[src/rtl/mc_control.sv]
`default_nettype none
// ============================================================================
// Module   : mc_control
// Brief    : Multi-cycle MIPS32 main control unit. Steps the shared datapath
//            through one instruction at a time, counts retired instructions
//            and traps on illegal opcodes or memory handshake timeouts.
// Revision : 1.0 - initial release
// ============================================================================
module mc_control #(
    parameter int TIMEOUT = 15
) (
    input  logic        clk,
    input  logic        rst,
    input  logic [5:0]  opcode,
    input  logic [5:0]  funct,
    input  logic        zero,
    input  logic        mem_ready,
    output logic        mem_rd,
    output logic        mem_wr,
    output logic        i_or_d,
    output logic        ir_wr,
    output logic        pc_wr,
    output logic        reg_wr,
    output logic        reg_dst,
    output logic        mem_to_reg,
    output logic        alu_src_a,
    output logic [1:0]  alu_src_b,
    output logic [1:0]  alu_op,
    output logic [1:0]  pc_src,
    output logic        instr_done,
    output logic [31:0] instr_count,
    output logic        illegal,
    output logic        bus_err,
    output logic [3:0]  state
);

    typedef enum logic [3:0] {
        S_FETCH  = 4'd0,
        S_DECODE = 4'd1,
        S_MEMADR = 4'd2,
        S_MEMRD  = 4'd3,
        S_MEMWB  = 4'd4,
        S_MEMWR  = 4'd5,
        S_RTEX   = 4'd6,
        S_ALUWB  = 4'd7,
        S_ADDIEX = 4'd8,
        S_ADDIWB = 4'd9,
        S_BEQEX  = 4'd10,
        S_JEX    = 4'd11,
        S_TRAP   = 4'd12
    } state_t;

    localparam logic [5:0] OP_RTYPE = 6'h00;
    localparam logic [5:0] OP_LW    = 6'h23;
    localparam logic [5:0] OP_SW    = 6'h2B;
    localparam logic [5:0] OP_BEQ   = 6'h04;
    localparam logic [5:0] OP_ADDI  = 6'h08;
    localparam logic [5:0] OP_J     = 6'h02;

    // Wait counter only needs to reach TIMEOUT-1.
    localparam int              CW        = (TIMEOUT > 1) ? $clog2(TIMEOUT) : 1;
    localparam logic [CW-1:0]   WAIT_LAST = CW'(TIMEOUT - 1);

    state_t        state_q, state_d;
    logic [31:0]   instr_count_q, instr_count_d;
    logic [CW-1:0] wait_cnt_q, wait_cnt_d;
    logic          illegal_q, illegal_d;
    logic          bus_err_q, bus_err_d;

    logic          w_mem_state;
    logic          w_timeout;
    logic          w_unused_funct;

    // funct is consumed by the ALU decoder, not by this unit.
    assign w_unused_funct = ^funct;

    assign w_mem_state = (state_q == S_FETCH) || (state_q == S_MEMRD) ||
                         (state_q == S_MEMWR);
    // A same-cycle mem_ready always beats the timeout.
    assign w_timeout   = (wait_cnt_q == WAIT_LAST) && !mem_ready;

    // Datapath enables and selects decoded from the current state.
    always_comb begin
        mem_rd     = 1'b0;
        mem_wr     = 1'b0;
        i_or_d     = 1'b0;
        ir_wr      = 1'b0;
        pc_wr      = 1'b0;
        reg_wr     = 1'b0;
        reg_dst    = 1'b0;
        mem_to_reg = 1'b0;
        alu_src_a  = 1'b0;
        alu_src_b  = 2'b00;
        alu_op     = 2'b00;
        pc_src     = 2'b00;
        instr_done = 1'b0;
        case (state_q)
            S_FETCH: begin
                mem_rd    = 1'b1;
                alu_src_b = 2'b01;
                ir_wr     = mem_ready;
                pc_wr     = mem_ready;
            end
            S_DECODE: begin
                alu_src_b = 2'b11;
            end
            S_MEMADR, S_ADDIEX: begin
                alu_src_a = 1'b1;
                alu_src_b = 2'b10;
            end
            S_MEMRD: begin
                mem_rd = 1'b1;
                i_or_d = 1'b1;
            end
            S_MEMWB: begin
                reg_wr     = 1'b1;
                mem_to_reg = 1'b1;
                instr_done = 1'b1;
            end
            S_MEMWR: begin
                mem_wr     = 1'b1;
                i_or_d     = 1'b1;
                instr_done = mem_ready;
            end
            S_RTEX: begin
                alu_src_a = 1'b1;
                alu_op    = 2'b10;
            end
            S_ALUWB: begin
                reg_wr     = 1'b1;
                reg_dst    = 1'b1;
                instr_done = 1'b1;
            end
            S_ADDIWB: begin
                reg_wr     = 1'b1;
                instr_done = 1'b1;
            end
            S_BEQEX: begin
                alu_src_a  = 1'b1;
                alu_op     = 2'b01;
                pc_src     = 2'b01;
                pc_wr      = zero;
                instr_done = 1'b1;
            end
            S_JEX: begin
                pc_src     = 2'b10;
                pc_wr      = 1'b1;
                instr_done = 1'b1;
            end
            default: ;
        endcase
    end

    // Next-state, retire counter, wait counter and sticky trap causes.
    always_comb begin
        state_d       = state_q;
        instr_count_d = instr_count_q;
        illegal_d     = illegal_q;
        bus_err_d     = bus_err_q;
        wait_cnt_d    = '0;
        case (state_q)
            S_FETCH: begin
                if (mem_ready) begin
                    state_d = S_DECODE;
                end else if (w_timeout) begin
                    state_d   = S_TRAP;
                    bus_err_d = 1'b1;
                end
            end
            S_DECODE: begin
                case (opcode)
                    OP_RTYPE:      state_d = S_RTEX;
                    OP_LW, OP_SW:  state_d = S_MEMADR;
                    OP_BEQ:        state_d = S_BEQEX;
                    OP_ADDI:       state_d = S_ADDIEX;
                    OP_J:          state_d = S_JEX;
                    default: begin
                        state_d   = S_TRAP;
                        illegal_d = 1'b1;
                    end
                endcase
            end
            S_MEMADR: state_d = (opcode == OP_LW) ? S_MEMRD : S_MEMWR;
            S_MEMRD: begin
                if (mem_ready) begin
                    state_d = S_MEMWB;
                end else if (w_timeout) begin
                    state_d   = S_TRAP;
                    bus_err_d = 1'b1;
                end
            end
            S_MEMWR: begin
                if (mem_ready) begin
                    state_d = S_FETCH;
                end else if (w_timeout) begin
                    state_d   = S_TRAP;
                    bus_err_d = 1'b1;
                end
            end
            S_RTEX:   state_d = S_ALUWB;
            S_ADDIEX: state_d = S_ADDIWB;
            S_MEMWB, S_ALUWB, S_ADDIWB, S_BEQEX, S_JEX: state_d = S_FETCH;
            S_TRAP:   state_d = S_TRAP;
            default: begin
                state_d = S_TRAP;
            end
        endcase

        if (instr_done) begin
            instr_count_d = instr_count_q + 32'd1;
        end

        // Count only consecutive stalled cycles within the same memory state;
        // entry, completion or leaving the state clears it.
        if (w_mem_state && !mem_ready && (state_d == state_q)) begin
            wait_cnt_d = wait_cnt_q + 1'b1;
        end
    end

    // State and counter registers with asynchronous reset.
    always_ff @(posedge clk or posedge rst) begin
        if (rst) begin
            state_q       <= S_FETCH;
            instr_count_q <= 32'd0;
            wait_cnt_q    <= '0;
            illegal_q     <= 1'b0;
            bus_err_q     <= 1'b0;
        end else begin
            state_q       <= state_d;
            instr_count_q <= instr_count_d;
            wait_cnt_q    <= wait_cnt_d;
            illegal_q     <= illegal_d;
            bus_err_q     <= bus_err_d;
        end
    end

    assign instr_count = instr_count_q;
    assign illegal     = illegal_q;
    assign bus_err     = bus_err_q;
    assign state       = state_q;

endmodule
`default_nettype wire

[config.mk]
export PLATFORM = sky130hd
export DESIGN_NAME = mc_control
export DESIGN_NICKNAME = d
export VERILOG_FILES = /design/src/rtl/mc_control.sv
export SDC_FILE = /design/constraint.sdc
export NUM_CORES = 1
export LEC_CHECK = 0
export CAP_MARGIN = 20
export CELL_PAD_IN_SITES_DETAIL_PLACEMENT = 0
export CELL_PAD_IN_SITES_GLOBAL_PLACEMENT = 2
export CORE_MARGIN = 2
export CORE_UTILIZATION = 30
export CTS_CLUSTER_SIZE = 28
export DETAILED_ROUTE_END_ITERATION = 7
export PLACE_DENSITY = 0.83
export SYNTH_ARGS = -nofsm -noshare
export SYNTH_HDL_FRONTEND = slang
export SYNTH_SLANG_ARGS = --single-unit
[constraint.sdc]
create_clock -name clk -period 3.5 [get_ports clk]
set_input_delay 0.35 -clock clk [delete_from_list [all_inputs] [get_ports clk]]
set_output_delay 0.35 -clock clk [all_outputs]
set_load 0.02 [all_outputs]
==> results.md, run 1 <==
- The number of nets still failing antenna checks after routing is 0.
- After synthesis, the share of flip-flops with an asynchronous set or reset is 1.00.
- The total global routing overflow is 0.
- The final number of hold-violating endpoints was 0.
- The combinational family with the most area after synthesis is simple AND/OR/NAND/NOR gates.
- The final total negative setup slack is 0 ns.
- The vertical extent of the die is 91.5 um.
- Of the total synthesized cell area, the portion taken by XOR and XNOR cells is 0.130.
- In this run the cell area measured after placement is 0.00303 mm2.
- The path class of the tightest hold or removal check is flop to flop.
- For this run, the total global-route usage over all layers was measured as 0.136.
- In the finished design, the share of the clock period the worst path needs comes to 0.828.
- Summed over all cells, the static leakage comes to around 1.4 nW.
- The largest net degree at the start of global routing is 43.
- The slew at the pin closest to its max-slew limit is between 0.6 and 0.7 ns.
- Static timing analysis puts the maximum clock frequency at about 340 MHz.
- At the placement stage, the worst setup path has a slack of between 0.8 and 0.9 ns.
- The final critical path time including I/O delays and setup is 2.90 ns.
- In this run the power density over the cells is a little under 600 mW/mm2.
- The type of origin of the critical path is a flop.
- In the post-synthesis netlist, the cell with the most instances is dfrtp_1.
- Of the total synthesized cell area, the portion taken by full adders, half adders and majority gates is 0.0163.
- The synthesized flop and latch total is 42.
- The average wire per cell in the routed design is 13.3 um.
- 70 I/O pins were placed.
- The number of I/O port buffers is 63.
- The number of DRC markers after the initial detailed-route iteration is 60.
- In the routed layout, each cell is associated on average with a via count of about 4.8.
- TritonCTS built the clock tree.
- The floorplan step defined a die boundary enclosing 0.00837 mm2.
- The overall routed net length is roughly 5400 um.
- Of the cells placed in the final design, the portion with a size suffix greater than 1 is 0.0456.
- Of the total power, the share spent switching nets is 0.368.
- The worst setup path is captured at an output pin.
- For the final database, setup skew stands at around 0.0084 ns.
- The core region is around 0.0073 mm2.
- The switching component of the power is 0.691 mW.
- The row count is 31.
- In this run the horizontal extent of the chip is 91.5 um.
- The starting density of the core is 0.313.
- After synthesis, the cell types taking the most area are dfrtp_1 46%, xor2_1 6.9%, xnor2_1 6.1%.
- On the worst path, the slowest cell contributes a delay of 0.63 ns.
- The worst pin sits at a relative slew slack of 0.539.
- The number of flops mapped to enable cells by yosys is 0.
- The number of failing setup endpoints in the final timing report is 0.
- The half-perimeter wire length after placement is between 3000 and 4000 um.
- Setup repair after global routing left no endpoint under its margin.
- The clock passes through at most 2 buffers.
- The area fraction of the dominant cell type after synthesis is 0.458.
- A synthesized cell averages between 9 and 10 um2.
- By startpoint and endpoint, the worst setup path is classified as flop to output pin.
- The final layout net count is 325.
- The instance count of the mapped netlist is between 200 and 250.
- The routed layout has between 1,500 and 2,000 vias.
- The relative contribution of combinational cells to total power is 0.398.
- For this run, the detailed router's first-pass iteration total came to 4.
- The share of cell area taken by muxes after synthesis is 0.00926.
- Along the worst path, the maximum fanout reaches 15.
- The complex-gate fraction of the synthesized area is 0.0964.
- The share of total power dissipated in the clock network is 0.250.
- The via count of the first global-routing pass is between 1,500 and 2,000.
- The part of the power in registers is 0.353.
- In this run the number of H-tree levels came out at 2.
- Buffers added to address setup during post-CTS repair amount to 0.
- The number of nets handed over by synthesis was about 260.
- The number of gates resized after CTS was 0.
- The share of the Yosys chip area taken by registers is 0.458.
- Sorting the synthesized cells by how often they occur yields 42 x dfrtp_1, 22 x nor2_1, 18 x nor3_1, 18 x xor2_1, 17 x nand2_1.
- The flow ran to the end, and the final reports show no timing, DRC or antenna violations.
- The count of max-cap constraint violations is 0.
- 0 antenna diodes ended up in the layout.
- The highest ir drop seen on vdd is about 0.31 mV.
- The critical path required time is roughly 3.2 ns.
- For the worst setup path, the data arrival time is about 2.6 ns.
- The final max-slew violation count came to 0.
- The clock latency reported for the late side of the worst-skew pair is 0.29 ns.
- The predominant post-synthesis flop cell is dfrtp_1.
- The post-cts hold buffer count is 0.
- The master of the slowest instance on the critical path is dfrtp_1.
- The DRC violation count after routing is 0.
- The worst path setup slack after routing is between 0.6 and 0.7 ns.
- The number of antenna violations at the first check in global routing was 0.
- The area of all placed cells without fillers is approximately 0.0032 mm2.
- The design draws roughly 1.9 mW.
- The synthesized design spends more area on one cell type than any other, namely dfrtp_1.
- The combined area of all synthesized cells is roughly 0.0023 mm2.
- The synthesis-to-layout area growth is 38.1%.
- Of the total synthesized cell area, the portion taken by AND, OR, NAND and NOR gates is 0.262.
- The global-route wire length before repair is ~9400 um.
- The tree built by TritonCTS fans out to 42 sinks.
- TritonCTS created 5 clock buffers.
- The signal on the critical path passes through clkinv_1, a2111oi_4, buf_4, clkdlybuf4s50_1.
- Measured on the finished design, the core utilization comes to 0.433.
- The clock root buffer is clkbuf_8.
- The synthesis warning total is 0.
- After clock tree synthesis, the clock-pin slew on the worst setup and hold paths is ~0.08 ns.
- At the end of routability-driven placement, the weighted congestion stood at roughly 0.75.
- The internal power is between 1 and 1.5 mW.
- In this run, distinct cell masters in the synthesized netlist total 41.
final timing paths:
path	start	to	slack (ns)	depth (start not counted)
max	state[0]	instr_done	0.60	4
max in group asynchronous	rst	instr_count[28]	2.64	3
min in group asynchronous	rst	bus_err	0.50	3
min	bus_err	bus_err	0.47	1
min reg2reg	bus_err	bus_err	0.47	1
max reg2reg	state[0]	instr_count[28]	1.09	6
metal layers:
layer,GRT usage,part of all wire
met5,0,0
met4,0.0303,0.010
met3,0.0398,0.053
met2,0.219,0.46
met1,0.182,0.48
power groups by stage:
stage                     clock network [mW]  registers, mW  logic (mW)
after floorplan                            0          0.675       0.431
after global placement                     0          0.676       0.754
after detailed placement                   0          0.672       0.755
after CTS                              0.483          0.666       0.756
after global routing                   0.505          0.683       0.820
final                                  0.469          0.664       0.748
cell families (layout without fill, tap and decap cells):
logic type      after synthesis  after routing
flops                        42             42
simple gates                115            115
xor+xnor                     34             34
mux                           2              2
fa+ha+maj                     3              3
buf+inv                      16             81
compound gates               30             30
metrics by stage:
stage               instances  hold slack [ns]
floorplan                 242            0.452
global placement          398            0.446
detailed placement        398            0.451
CTS                       406            0.473
global route              406            0.482
finish                    406            0.470
registers in the layout, indices dropped and copies added, names as in the netlist:
register     cells
instr_count     32
state            4
wait_cnt_q       4
bus_err          1
illegal          1
area by class of cell:
class	count	area, um2
clock buffers	6	82.6
clock inverters	2	60.1
fillers	721	4160
inverters	8	30.0
multi-input cells	184	1180
flip-flops and latches	42	1050
well taps	99	124
repair buffers	65	646
cells in the final DEF (no fill, tap or decap), types with 2 or more instances in the layout:
cell and instances:
dfrtp_1 42, nor4b_1 2, a211o_1 2, nand2b_1 3, a21oi_1 7, inv_1 7, and3_1 9, nand2_1 17
a21o_1 6, bufinv_16 2, o31ai_1 2, nor2b_1 3, and2_1 5, nor4_1 5, o21ai_0 6, nand3b_1 2
clkbuf_8 6, nor3_1 18, clkdlybuf4s50_1 63, nand4_1 7, ha_1 3, or4_1 2, or3_1 2, xor2_1 18
nand3_1 14, nor2_1 22, buf_4 2, xnor2_1 16
critical path: cells and delay by family (launching register included):
kind / cells / cell delay [ns]
AO/OA/AOI/OAI: 1 / 0.37
buffers and inverters: 3 / 1.25
flip-flops: 1 / 0.63
Note: power is estimated with default switching activity, not from simulation.
==> run 2: changes to the inputs <==
--- a/config.mk
+++ b/config.mk
@@ -9,10 +9,10 @@
 export CELL_PAD_IN_SITES_DETAIL_PLACEMENT = 0
 export CELL_PAD_IN_SITES_GLOBAL_PLACEMENT = 2
 export CORE_MARGIN = 2
-export CORE_UTILIZATION = 30
+export CORE_UTILIZATION = 25
 export CTS_CLUSTER_SIZE = 28
 export DETAILED_ROUTE_END_ITERATION = 7
-export PLACE_DENSITY = 0.83
+export PLACE_DENSITY = 0.74
 export SYNTH_ARGS = -nofsm -noshare
 export SYNTH_HDL_FRONTEND = slang
 export SYNTH_SLANG_ARGS = --single-unit
==> constraint.sdc (replaced) <==
create_clock -name clk -period 2.4 [get_ports clk]
set_input_delay 0.24 -clock clk [delete_from_list [all_inputs] [get_ports clk]]
set_output_delay 0.24 -clock clk [all_outputs]
set_load 0.02 [all_outputs]
==> results.md, run 2 (synthesized netlist as in run 1, its figures left out) <==
- The count of max-cap constraint violations is 0.
- The ratio of cells with drive above 1 in the final layout is 0.0991.
- The clock drives 42 sinks.
- After layout, the minimum clock period comes to 2.24 ns.
- The repair_antennas step left the layout with diodes totalling 0.
- The vertical extent of the die is 99.9 um.
- The number of antenna violations at the first check in global routing is 0.
- The clock root buffer is clkbuf_8.
- The number of H-tree branching levels is 2.
- The tightest min-delay check is of the primary input to asynchronous set/reset pin type.
- Of the total power, the clock network draws 0.202.
- The critical path required time is between 2 and 2.5 ns.
- The critical path start-end classification is flop to output pin.
- Data on the critical path arrives at its endpoint at approximately 2.0 ns.
- Clock tree synthesis inserted a total of 5 buffers.
- The count of vias placed by the detailed router is around 2,000.
- The power density normalized to cell area is approximately 840 mW/mm2.
- The full die area is about 0.01 mm2.
- The synthesis-to-layout area growth is 42.8%.
- In the final routed layout, each cell accounts on average for roughly 14 um.
- The worst setup path is captured at an output pin.
- Summed over all nets, wire length on met2 after detailed routing comes to about 2800 um.
- The post-route core utilization is 0.373.
- The number of nets still failing antenna checks after routing is 0.
- For this run, the detailed router's first-pass iteration total came to 4.
- The horizontal die dimension is ~100 um.
- The final total negative setup slack is 0 ns.
- The top metal layer carrying routed signals is met4.
- Of all nets on the critical path, the largest fanout is 17.
- The DRC violation count after routing is 0.
- The flow ran to the end, and the final reports show no timing, DRC or antenna violations.
- The largest single stage delay on the critical path is ~0.54 ns.
- Traced cell by cell, the critical path runs through buf_4, nor2b_1, o311a_1, clkdlybuf4s50_1.
- The slew at the pin closest to its max-slew limit is between 0.8 and 0.9 ns.
- The overall routed net length is 6020 um.
- The analysis attributes to net switching a power of around 1.1 mW.
- The share of total power dissipated in sequential elements is 0.327.
- Summed over all layers, the global routing overflow is 0.
- For the worst-skew pair, the clock arrives at the later sink with an insertion delay of around 0.30 ns.
- The detail-routed via count per cell is around 4.7.
- The global placer's final weighted congestion is roughly 0.77.
- The global-route wire length before repair is approximately 10000 um.
- IR analysis of the VDD net gives a maximum drop of 0.314 mV.
- The routed length on met3 is around 230 um.
- The placed instances occupy a cell area of ~0.0032 mm2.
- The library cells used most frequently in the layout, excluding fill and tap cells, are 61 x clkdlybuf4s50_1, 40 x dfrtp_1, 22 x nor2_1.
- The via count of the first global-routing pass is 2,018.
- The clock arrives with 0.0111 ns of skew.
- The internal power is roughly 1.7 mW.
- The share of total power dissipated in combinational logic is 0.470.
- The number of DRC markers after the initial detailed-route iteration is 24.
- The detailed router put a total of 2900 um of wire on met1.
- The global router's overall resource usage is 0.123.
- The type of origin of the critical path is a flop.
- Pin placement for this block handled 70 I/O pins.
- The share of the clock period used by the worst path is 0.932.
- The register with the most flip-flops in the layout has 32 of them.
- Setup repair after global routing left no endpoint under its margin.
- The final number of hold-violating endpoints is 0.
- The final max-slew violation count is 0.
- The area of all placed cells without fillers is around 0.0033 mm2.
- Entering global routing, the biggest net connects 24 pins.
- On the critical path, the stage with the largest delay is an instance of clkdlybuf4s50_1.
- The number of I/O port buffers is 63.
- The clock-pin slew on the worst setup and hold paths is roughly 0.09 ns.
- In this run, post-CTS hold repair placed 0 buffers.
- Of the total power, the share spent switching nets is 0.386.
- After floorplanning, the core was divided into 34 placement rows.
- Timing would allow up to around 450 MHz.
- At the end of the flow, the number of nets in the layout was between 300 and 400.
- The total core area is between 0.008 and 0.009 mm2.
- The number of cells on the worst reg-to-reg path is 6.
- In this run the tightest slew margin relative to its limit is 0.409.
- The clock tree from TritonCTS is built.
- The number of failing setup endpoints in the final timing report is 0.
- In this run the static leakage power is ~1.4 nW.
- The maximum buffer depth of the clock tree is 2.
- The half-perimeter wire length after placement is around 4500 um.
- The library cell used most frequently in the layout, excluding fill and tap cells, is clkdlybuf4s50_1.
- The design draws around 2.8 mW.
- For this configuration, the core starts out at a cell density of 0.261.
[run 2: cell count changes in the layout (fill, tap and decap cells not counted), sizes merged]
cell           previous run  this run
buf                       2        18
bufinv                    2         1
clkdlybuf4s50            63        61
clkinv                    1         2
clkinvlp                  0         1
dlygate4sd2               0         1
dlymetal6s2s              0         1
inv                       7         6
[run 2: what timing repair did]
item | CTS | global route
pin swaps | 0 | 0
setup buffers | 0 | 0
endpoints found under the setup margin | 1 | 2
resized for setup | 2 | 3
cloned | 0 | 0
[run 2: critical path, delay by kind of cell, from the launching register on]
| family | cells | cell delay (ns) |
|---|---|---|
| buf+inv | 2 | 0.76 |
| flops | 1 | 0.44 |
| compound gates | 1 | 0.34 |
| simple gates | 1 | 0.16 |
[run 2: layout make-up]
type / instances / area, um2
Tap cell: 108 / 135
Multi-Input combinational cell: 184 / 1180
Clock buffer: 6 / 72.6
Clock inverter: 2 / 37.5
Sequential cell: 42 / 1050
Fill cell: 917 / 5530
Timing Repair Buffer: 81 / 767
Inverter: 8 / 30.0
[run 2: final timing paths]
check                      slack (ns)  startpoint              end
min in group clk                 0.46     illegal          illegal
max                              0.16    state[1]     alu_src_b[1]
min reg2reg                      0.46     illegal          illegal
max in group asynchronous        1.46         rst  instr_count[17]
min                              0.33         rst  instr_count[14]
max reg2reg                      0.21    state[2]  instr_count[16]
[run 2: through the flow]
stage / worst slack (ns) / hold slack [ns] / std cells
after global placement: 0.135 / 0.446 / 423
after CTS: 0.0116 / 0.342 / 431
after floorplan: 0.0972 / 0.379 / 242
after global routing: 0.0543 / 0.399 / 431
final: 0.163 / 0.331 / 431
after detailed placement: 0.119 / 0.448 / 423
[run 2: layer usage]
| metal | global-route usage | up-vias |
|---|---|---|
| met2 | 0.200 | 50 |
| li1 | - | 1008 |
| met1 | 0.169 | 970 |
| met5 | 0 | - |
| met4 | 0.0274 | 0 |
| met3 | 0.0251 | 9 |
[run 2: power by group through the flow]
stage	logic (mW)	clock network [mW]	registers (mW)
2_1_floorplan	0.628	0	0.984
6_report	1.30	0.559	0.904
3_3_place_gp	1.31	0	0.913
5_1_grt	1.40	0.610	0.921
3_5_place_dp	1.31	0	0.916
4_1_cts	1.31	0.579	0.904
